==> config.mk <==
export PLATFORM = sky130hd
export DESIGN_NAME = hazard_detection_unit_flat
export DESIGN_NICKNAME = d
export VERILOG_FILES = /design/src/rtl/hazard_detection_unit_if.sv /design/src/rtl/hazard_detection_unit.sv /design/src/flat_wrapper.sv
export SDC_FILE = /design/constraint.sdc
export NUM_CORES = 1
export LEC_CHECK = 0
export BUFFER_PORTS_ARGS = -buffer_cell sky130_fd_sc_hd__buf_2
export CORE_MARGIN = 1.5
export CORE_UTILIZATION = 45
export DETAILED_ROUTE_END_ITERATION = 12
export PLACE_DENSITY = 0.7
export SKIP_LAST_GASP = 1
export SLEW_MARGIN = 15
export SYNTH_ARGS = -nofsm -noshare
export SYNTH_HDL_FRONTEND = slang
export SYNTH_SLANG_ARGS = --single-unit
==> constraint.sdc <==
create_clock -name clk_i -period 2.6 [get_ports clk_i]
set_input_delay 0.52 -clock clk_i [delete_from_list [all_inputs] [get_ports clk_i]]
set_output_delay 0.52 -clock clk_i [all_outputs]
set_load 0.05 [all_outputs]
==> src/rtl/hazard_detection_unit_if.sv <==
// Bus between the ID-stage pipeline control and the hazard detection unit.
// The pipeline side uses the master modport, the hazard unit uses slave.
interface hazard_detection_unit_if #(
  parameter int CNT_W = 16
);
  logic [4:0]       IF_ID_RS1_i;
  logic [4:0]       IF_ID_RS2_i;
  logic [4:0]       ID_EX_RD_i;
  logic             ID_EX_MemRead_i;
  logic             Branch_taken_i;
  logic             MemBusy_i;
  logic             Hazard_o;
  logic             PCWrite_o;
  logic             IF_IDWrite_o;
  logic             Freeze_o;
  logic             Flush_o;
  logic [CNT_W-1:0] stall_cnt_o;
  logic [CNT_W-1:0] flush_cnt_o;
  logic             err_o;

  modport slave (
    input  IF_ID_RS1_i, IF_ID_RS2_i, ID_EX_RD_i, ID_EX_MemRead_i,
           Branch_taken_i, MemBusy_i,
    output Hazard_o, PCWrite_o, IF_IDWrite_o, Freeze_o, Flush_o,
           stall_cnt_o, flush_cnt_o, err_o
  );

  modport master (
    output IF_ID_RS1_i, IF_ID_RS2_i, ID_EX_RD_i, ID_EX_MemRead_i,
           Branch_taken_i, MemBusy_i,
    input  Hazard_o, PCWrite_o, IF_IDWrite_o, Freeze_o, Flush_o,
           stall_cnt_o, flush_cnt_o, err_o
  );
endinterface

==> src/rtl/hazard_detection_unit.sv <==
// ID-stage hazard detection: one-bubble load-use stall, full-pipeline freeze
// while data memory is busy, IF/ID flush on taken branch, saturating event
// counters and a sticky memory-timeout error flag.
module hazard_detection_unit #(
  parameter int TIMEOUT = 16,
  parameter int CNT_W   = 16
) (
  input logic                   clk_i,
  input logic                   rst_i,
  hazard_detection_unit_if.slave bus
);

  localparam int WAIT_W = (TIMEOUT < 1) ? 1 : $clog2(TIMEOUT + 1);
  localparam logic [WAIT_W-1:0] WAIT_MAX = WAIT_W'(TIMEOUT);
  localparam logic [CNT_W-1:0]  CNT_MAX  = '1;

  typedef enum logic {RUN, MEM_WAIT} state_t;

  state_t            state_reg, state_next;
  logic [WAIT_W-1:0] wait_reg, wait_next;
  logic              err_reg, err_next;
  logic [CNT_W-1:0]  stall_cnt_reg;
  logic [CNT_W-1:0]  flush_cnt_reg;

  logic load_use;
  logic hazard, pc_write, ifid_write, freeze, flush;
  logic stall_inc, flush_inc;

  // Load in EX whose destination (never x0) feeds a source of the ID instruction
  assign load_use = bus.ID_EX_MemRead_i && (bus.ID_EX_RD_i != 5'd0) &&
                    ((bus.ID_EX_RD_i == bus.IF_ID_RS1_i) ||
                     (bus.ID_EX_RD_i == bus.IF_ID_RS2_i));

  // Next-state and strobe logic; the freeze follows MemBusy_i directly so
  // the cycle busy drops already evaluates hazards/branches (N busy cycles
  // cost exactly N frozen cycles)
  always_comb begin
    state_next = state_reg;
    wait_next  = wait_reg;
    err_next   = err_reg;
    hazard     = 1'b0;
    pc_write   = 1'b1;
    ifid_write = 1'b1;
    freeze     = 1'b0;
    flush      = 1'b0;
    stall_inc  = 1'b0;
    flush_inc  = 1'b0;

    if (bus.MemBusy_i) begin
      freeze     = 1'b1;
      pc_write   = 1'b0;
      ifid_write = 1'b0;
      if (state_reg == RUN) begin
        state_next = MEM_WAIT;
        wait_next  = WAIT_W'(1);
      end else if (wait_reg == WAIT_MAX) begin
        // Busy has outlasted the allowed window: latch the error
        err_next = 1'b1;
      end else begin
        wait_next = wait_reg + WAIT_W'(1);
      end
    end else begin
      if (state_reg == MEM_WAIT) begin
        state_next = RUN;
        wait_next  = '0;
      end
      if (load_use) begin
        // Bubble wins over a coincident branch; the branch re-resolves later
        hazard     = 1'b1;
        pc_write   = 1'b0;
        ifid_write = 1'b0;
        stall_inc  = 1'b1;
      end else if (bus.Branch_taken_i) begin
        flush     = 1'b1;
        flush_inc = 1'b1;
      end
    end
  end

  // State, wait counter and sticky error registers
  always_ff @(posedge clk_i or posedge rst_i) begin
    if (rst_i) begin
      state_reg <= RUN;
      wait_reg  <= '0;
      err_reg   <= 1'b0;
    end else begin
      state_reg <= state_next;
      wait_reg  <= wait_next;
      err_reg   <= err_next;
    end
  end

  // Saturating performance counters
  always_ff @(posedge clk_i or posedge rst_i) begin
    if (rst_i) begin
      stall_cnt_reg <= '0;
      flush_cnt_reg <= '0;
    end else begin
      if (stall_inc && (stall_cnt_reg != CNT_MAX))
        stall_cnt_reg <= stall_cnt_reg + CNT_W'(1);
      if (flush_inc && (flush_cnt_reg != CNT_MAX))
        flush_cnt_reg <= flush_cnt_reg + CNT_W'(1);
    end
  end

  assign bus.Hazard_o     = hazard;
  assign bus.PCWrite_o    = pc_write;
  assign bus.IF_IDWrite_o = ifid_write;
  assign bus.Freeze_o     = freeze;
  assign bus.Flush_o      = flush;
  assign bus.stall_cnt_o  = stall_cnt_reg;
  assign bus.flush_cnt_o  = flush_cnt_reg;
  assign bus.err_o        = err_reg;

endmodule

==> src/flat_wrapper.sv <==
// flat-port wrapper written by rule: the top's interface ports become plain ports
module hazard_detection_unit_flat 
#(
  parameter int TIMEOUT = 16,
  parameter int CNT_W   = 16
)
  (clk_i, rst_i, bus_IF_ID_RS1_i, bus_IF_ID_RS2_i, bus_ID_EX_RD_i, bus_ID_EX_MemRead_i, bus_Branch_taken_i, bus_MemBusy_i, bus_Hazard_o, bus_PCWrite_o, bus_IF_IDWrite_o, bus_Freeze_o, bus_Flush_o, bus_stall_cnt_o, bus_flush_cnt_o, bus_err_o);
  hazard_detection_unit_if #(.CNT_W(CNT_W)) bus_i ();
  input logic clk_i;
  input logic rst_i;
  input wire logic [$bits(bus_i.IF_ID_RS1_i)-1:0] bus_IF_ID_RS1_i;
  input wire logic [$bits(bus_i.IF_ID_RS2_i)-1:0] bus_IF_ID_RS2_i;
  input wire logic [$bits(bus_i.ID_EX_RD_i)-1:0] bus_ID_EX_RD_i;
  input wire logic [$bits(bus_i.ID_EX_MemRead_i)-1:0] bus_ID_EX_MemRead_i;
  input wire logic [$bits(bus_i.Branch_taken_i)-1:0] bus_Branch_taken_i;
  input wire logic [$bits(bus_i.MemBusy_i)-1:0] bus_MemBusy_i;
  output wire logic [$bits(bus_i.Hazard_o)-1:0] bus_Hazard_o;
  output wire logic [$bits(bus_i.PCWrite_o)-1:0] bus_PCWrite_o;
  output wire logic [$bits(bus_i.IF_IDWrite_o)-1:0] bus_IF_IDWrite_o;
  output wire logic [$bits(bus_i.Freeze_o)-1:0] bus_Freeze_o;
  output wire logic [$bits(bus_i.Flush_o)-1:0] bus_Flush_o;
  output wire logic [$bits(bus_i.stall_cnt_o)-1:0] bus_stall_cnt_o;
  output wire logic [$bits(bus_i.flush_cnt_o)-1:0] bus_flush_cnt_o;
  output wire logic [$bits(bus_i.err_o)-1:0] bus_err_o;
  assign bus_i.IF_ID_RS1_i = bus_IF_ID_RS1_i;
  assign bus_i.IF_ID_RS2_i = bus_IF_ID_RS2_i;
  assign bus_i.ID_EX_RD_i = bus_ID_EX_RD_i;
  assign bus_i.ID_EX_MemRead_i = bus_ID_EX_MemRead_i;
  assign bus_i.Branch_taken_i = bus_Branch_taken_i;
  assign bus_i.MemBusy_i = bus_MemBusy_i;
  assign bus_Hazard_o = bus_i.Hazard_o;
  assign bus_PCWrite_o = bus_i.PCWrite_o;
  assign bus_IF_IDWrite_o = bus_i.IF_IDWrite_o;
  assign bus_Freeze_o = bus_i.Freeze_o;
  assign bus_Flush_o = bus_i.Flush_o;
  assign bus_stall_cnt_o = bus_i.stall_cnt_o;
  assign bus_flush_cnt_o = bus_i.flush_cnt_o;
  assign bus_err_o = bus_i.err_o;
  hazard_detection_unit #(.TIMEOUT(TIMEOUT), .CNT_W(CNT_W)) u_core (.clk_i(clk_i), .rst_i(rst_i), .bus(bus_i));
endmodule
# == After elaboration in Yosys (flattened, before gate mapping) ==
# Index checks and enable logic that the tools add are counted.
# word_totals
ff_bits,39
input_bits,20
out_inout_bits,38
elab_cells,35
# classes
n_addsub,3
n_eq_ne,6
muxes,12
reduce_logical,9
# op_table
op,count
$add A16 B1 Y16 const B,2
$ne A16 B16 Y1 const B,2
$mux W5,4
$eq A5 B5 Y1,2
$mux W1,8
$add A5 B1 Y5 const B,1
$eq A5 B5 Y1 const B,1
$reduce_bool A5 Y1,1
$logic_and A1 B1 Y1,4
$ne A3 B3 Y1 const B,1
$reduce_and A3 Y1,1
$reduce_and A2 Y1,1
$reduce_bool A2 Y1,1
$logic_or A1 B1 Y1,1

# == Depth between registers and ports, before layout ==
# depth
word_depth,6
mapped_depth,8
depth_no_buf,7

# == Worst setup path after synthesis ==
# Ideal clock, no wire load.
# synth_path
kind,input port to output port
startpoint,in bus_ID_EX_RD_i[0]
endpoint,out bus_PCWrite_o
t_arrival_ns,2.302
required_time_ns,2.080
slack_ns,-0.222
path_stages,5
path_buffers,1
path_cell_list,or4_1 > o21ai_2 > nor2_1 > nor2_1 > buf_4
# synth_via
elab_chain_cells,5
word_cells_on_any_way,8
cone_classes,eq/ne: 2; mux: 2; reduce/logical: 4
# synth_lines
item,line_no,source
"start, declared",flat_wrapper.sv:13,input wire logic [$bits(bus_i.ID_EX_RD_i)-1:0] bus_ID_EX_RD_i;
$eq A5 B5 Y1 (tied with other cells),hazard_detection_unit.sv:31,((bus.ID_EX_RD_i == bus.IF_ID_RS1_i) ||
$logic_or A1 B1 Y1 or $logic_and A1 B1 Y1 (tied branches),"hazard_detection_unit.sv:31, hazard_detection_unit.sv:30",
$logic_and A1 B1 Y1 (*),hazard_detection_unit.sv:30,assign load_use = bus.ID_EX_MemRead_i && (bus.ID_EX_RD_i != 5'd0) &&
$mux W1 (*) (2 in series),-,
"end, declared",flat_wrapper.sv:18,output wire logic [$bits(bus_i.PCWrite_o)-1:0] bus_PCWrite_o;
# Mark *: on every way between the ends. The rest lies on a longest branch, timed or not.

# == Final worst setup path ==
# layout_path
startpoint,in bus_ID_EX_RD_i[0]
endpoint,out bus_Flush_o
# layout_via
elab_chain_cells,5
word_cells_on_any_way,8
cone_classes,eq/ne: 2; mux: 2; reduce/logical: 4
# layout_lines
item,line_no,source
$eq A5 B5 Y1 (tied with other cells),hazard_detection_unit.sv:31,
$logic_or A1 B1 Y1 or $logic_and A1 B1 Y1 (tied branches),"hazard_detection_unit.sv:31, hazard_detection_unit.sv:30",
$logic_and A1 B1 Y1 (*),hazard_detection_unit.sv:30,
$mux W1 (*),hazard_detection_unit.sv:67,if (load_use) begin
$mux W1 (*),hazard_detection_unit.sv:49,if (bus.MemBusy_i) begin
"end, declared",flat_wrapper.sv:21,output wire logic [$bits(bus_i.Flush_o)-1:0] bus_Flush_o;
# Marked as above.

==> flow_summary_export.csv <==
group,metric,value,unit
synth,synth_top_area_share,0.436,
grt,antenna_found_initial,0,
grt,grt_start_max_net_pins,40,
setup_path,path_max_fanout,5,
finish,nNetsFinal,291,
clock_network,cts-resized-gates,0,
grt,use_met3,0.0508,
setup_path,criticalPathCategory,"in2out",
grt,grtUsageMet1,0.244,
sta,whs,318,ps
sta,max_freq,419,MHz
sta,tightest_slew,506,ps
placement,io_buffer_count,57,
power,combPwrFrac,0.289,
finish,area.growth.synth_to_final,20.7,%
setup_path,critPathSlowestCell,"or4_1",
finish,final_common_cell,"buf_2",
power,switching_share,0.368,
clock_network,cts_tree,"built",
drt,drtPass1Iterations,4,
synth,synth_top_cell_by_area,"dfrtp_1",
floorplan,die_x,73.5,µm
clock_network,clockBufferDepth,2,
finish,fin_util,0.568,
setup_path,crit_chain,"buf_2 -> or4_1 -> o21ai_2 -> nor2_1 -> nor2_1 -> buf_2",
grt,grt_util_all_layers,0.176,
clock_network,numCtsBuffers,5,
grt,grt_pass1_vias,1553,
power,power_frac_seq,0.418,
sta,drv_slew,0,
clock_network,clk_pin_slew_worst_paths,80,ps
synth,ys_seq_elements,39,
sta,slew_headroom,0.660,
drt,via_per_inst,5.15,
grt,grt_pass1_wl,7200,µm
floorplan,placementRows,25,
synth,synthCells,205,
synth,ys_top_cells_by_area,"dfrtp_1, xor2_1, xnor2_1",
drt,drtAntennaViolNets,0,
setup_path,required,2080,ps
floorplan,dieArea,0.00540,mm²
floorplan,dieHeight,73.5,µm
grt,use_met2,0.254,
synth,syn_nets,229,
placement,gp_congestion,0.782,
sta,rsz0062_at_grt,"no",
sta,min_period,2390,ps
power,power_density,669,mW/mm²
power,worst_ir_drop_vdd,0.000633,V
synth,synth_edf_count,0,
setup_path,end_kind,"output pin",
synth,yosys_warnings,0,
clock_network,cts_hold_buf,0,
floorplan,initial_core_util,0.470,
power,p_clk_frac,0.294,
finish,diodes,0,
drt,vias,1726,
clock_network,root_buffer,"clkbuf_8",
clock_network,cts_sinks,39,
synth,postSynthAreaPerCell,10.9,µm²
drt,drc_errors,0,
synth,synth_flop_cell,"dfrtp_1",
floorplan,ios,58,
finish,drive_above_1_share,0.351,
setup_path,worstPathArrival,1870,ps
synth,yosysSeqAreaShare,0.436,
sta,tns,0,ps
grt,grt-busiest-layer,"met2",
drt,dr.first_iter.drc_count,114,
synth,syn_area,0.00224,mm²
power,p_leak,1.35,nW
clock_network,post-cts-setup-buffers,0,
setup_path,crit_path_start_kind,"input port",
floorplan,placeableCoreArea,0.00475,mm²
synth,synth_compound_area_frac,0.0442,
sta,setup_viol,0,
synth,synth_fa_ha_area_frac,0.0224,
clock_network,clock_latency,300,ps
clock_network,cts_htree_levels,2,
placement,place_hpwl,3260,µm
synth,synthArstFlopShare,1.00,
power,p_sw,0.664,mW
outcome,status,"finished, final reports clean",
setup_path,max_stage_delay,540,ps
synth,synth_cell_types,45,
power,intPower,1.14,mW
finish,most-common-layout-cells,"buf_2, dfrtp_1, xor2_1",
drt,avgRoutedWirePerCell,13.1,µm
hold_path,hp-class,"in2async",
drt,totalWireLength,4370,µm
flow_run,cap_violations,0,
sta,finalCritPeriodShare,0.919,
sta,skew,10.6,ps
synth,synth_xor_area_frac,0.145,
synth,synth_top_family_by_area,"simple AND/OR/NAND/NOR gates",
synth,synth-simple-area-share,0.280,
grt,grt_overflow,0,
synth,synth_mux_area_frac,0.0353,
sta,finalHoldViolations,0,
[synthesized netlist by cell type (4+ instances only)]
master and count:
nand3_1 11, xnor2_1 17, o21ai_0 6, ha_1 4, nand4_1 10, nor2_1 13, dfrtp_1 39, and3_1 10
nand2_1 14, nor4_2 4, xor2_1 20, inv_1 4, nor3_1 6
[layer usage]
layer / share of wire / wire length (µm)
met5: 0 / 0
met4: 0.016 / 68
met3: 0.050 / 218
met2: 0.46 / 2020
met1: 0.47 / 2070
[power groups by stage]
| stage | Combinational (mW) | Sequential, mW | Clock, mW |
|---|---|---|---|
| 2_1_floorplan | 0.187 | 0.972 | 0 |
| 3_3_place_gp | 0.518 | 0.765 | 0 |
| 3_5_place_dp | 0.527 | 0.766 | 0 |
| 4_1_cts | 0.528 | 0.755 | 0.547 |
| 5_1_grt | 0.554 | 0.767 | 0.563 |
| 6_report | 0.522 | 0.754 | 0.530 |
[worst paths after layout]
path,from,to,slack [ps],cells past startpoint
setup / recovery,bus_ID_EX_RD_i[0],bus_Flush_o,210,6
hold / removal,rst_i,u_core.bus.flush_cnt_o[11]$_DFFE_PP0P_,320,3
setup reg to reg,u_core.bus.stall_cnt_o[3]$_DFFE_PP0P_,u_core.bus.stall_cnt_o[9]$_DFFE_PP0P_,630,6
hold reg to reg,u_core.bus.err_o$_DFFE_PP0P_,u_core.bus.err_o$_DFFE_PP0P_,460,1
max in group asynchronous,rst_i,u_core.bus.stall_cnt_o[8]$_DFFE_PP0P_,1930,3
min in group clk_i,u_core.bus.err_o$_DFFE_PP0P_,u_core.bus.err_o$_DFFE_PP0P_,460,1
[cell type report]
cell class	count	area, µm²
Clock buffer	6	82.6
Timing Repair Buffer	62	323
Sequential cell	39	976
Tap cell	67	83.8
Fill cell	437	2060
Multi-Input combinational cell	155	1180
Clock inverter	2	35.0
Inverter	4	15.0
[kinds of logic (layout without fill, tap and decap cells)]
logic type,count (synthesis),count (layout)
AOI/OAI and AO/OA,15,15
and+or+nand+nor,93,93
muxes,6,6
DFF,39,39
adders and majority gates,4,4
xor gates and xnor gates,37,37
buffers and inverters,11,74
[worst max-delay path: cells and delay by family]
kind	cells	cell delay, ps
buf+inv	2	400
compound gates	1	140
simple gates	3	800
[per-stage QoR]
stage | cells | worst slack [ps] | instance area, µm² | power [mW]
floorplan | 205 | 46.3 | 2240 | 1.16
global placement | 327 | 223 | 2580 | 1.28
detailed placement | 327 | 200 | 2580 | 1.29
CTS | 335 | 195 | 2700 | 1.83
global route | 335 | 161 | 2700 | 1.88
finish | 335 | 211 | 2700 | 1.81
(Power assumes the default switching activity.)
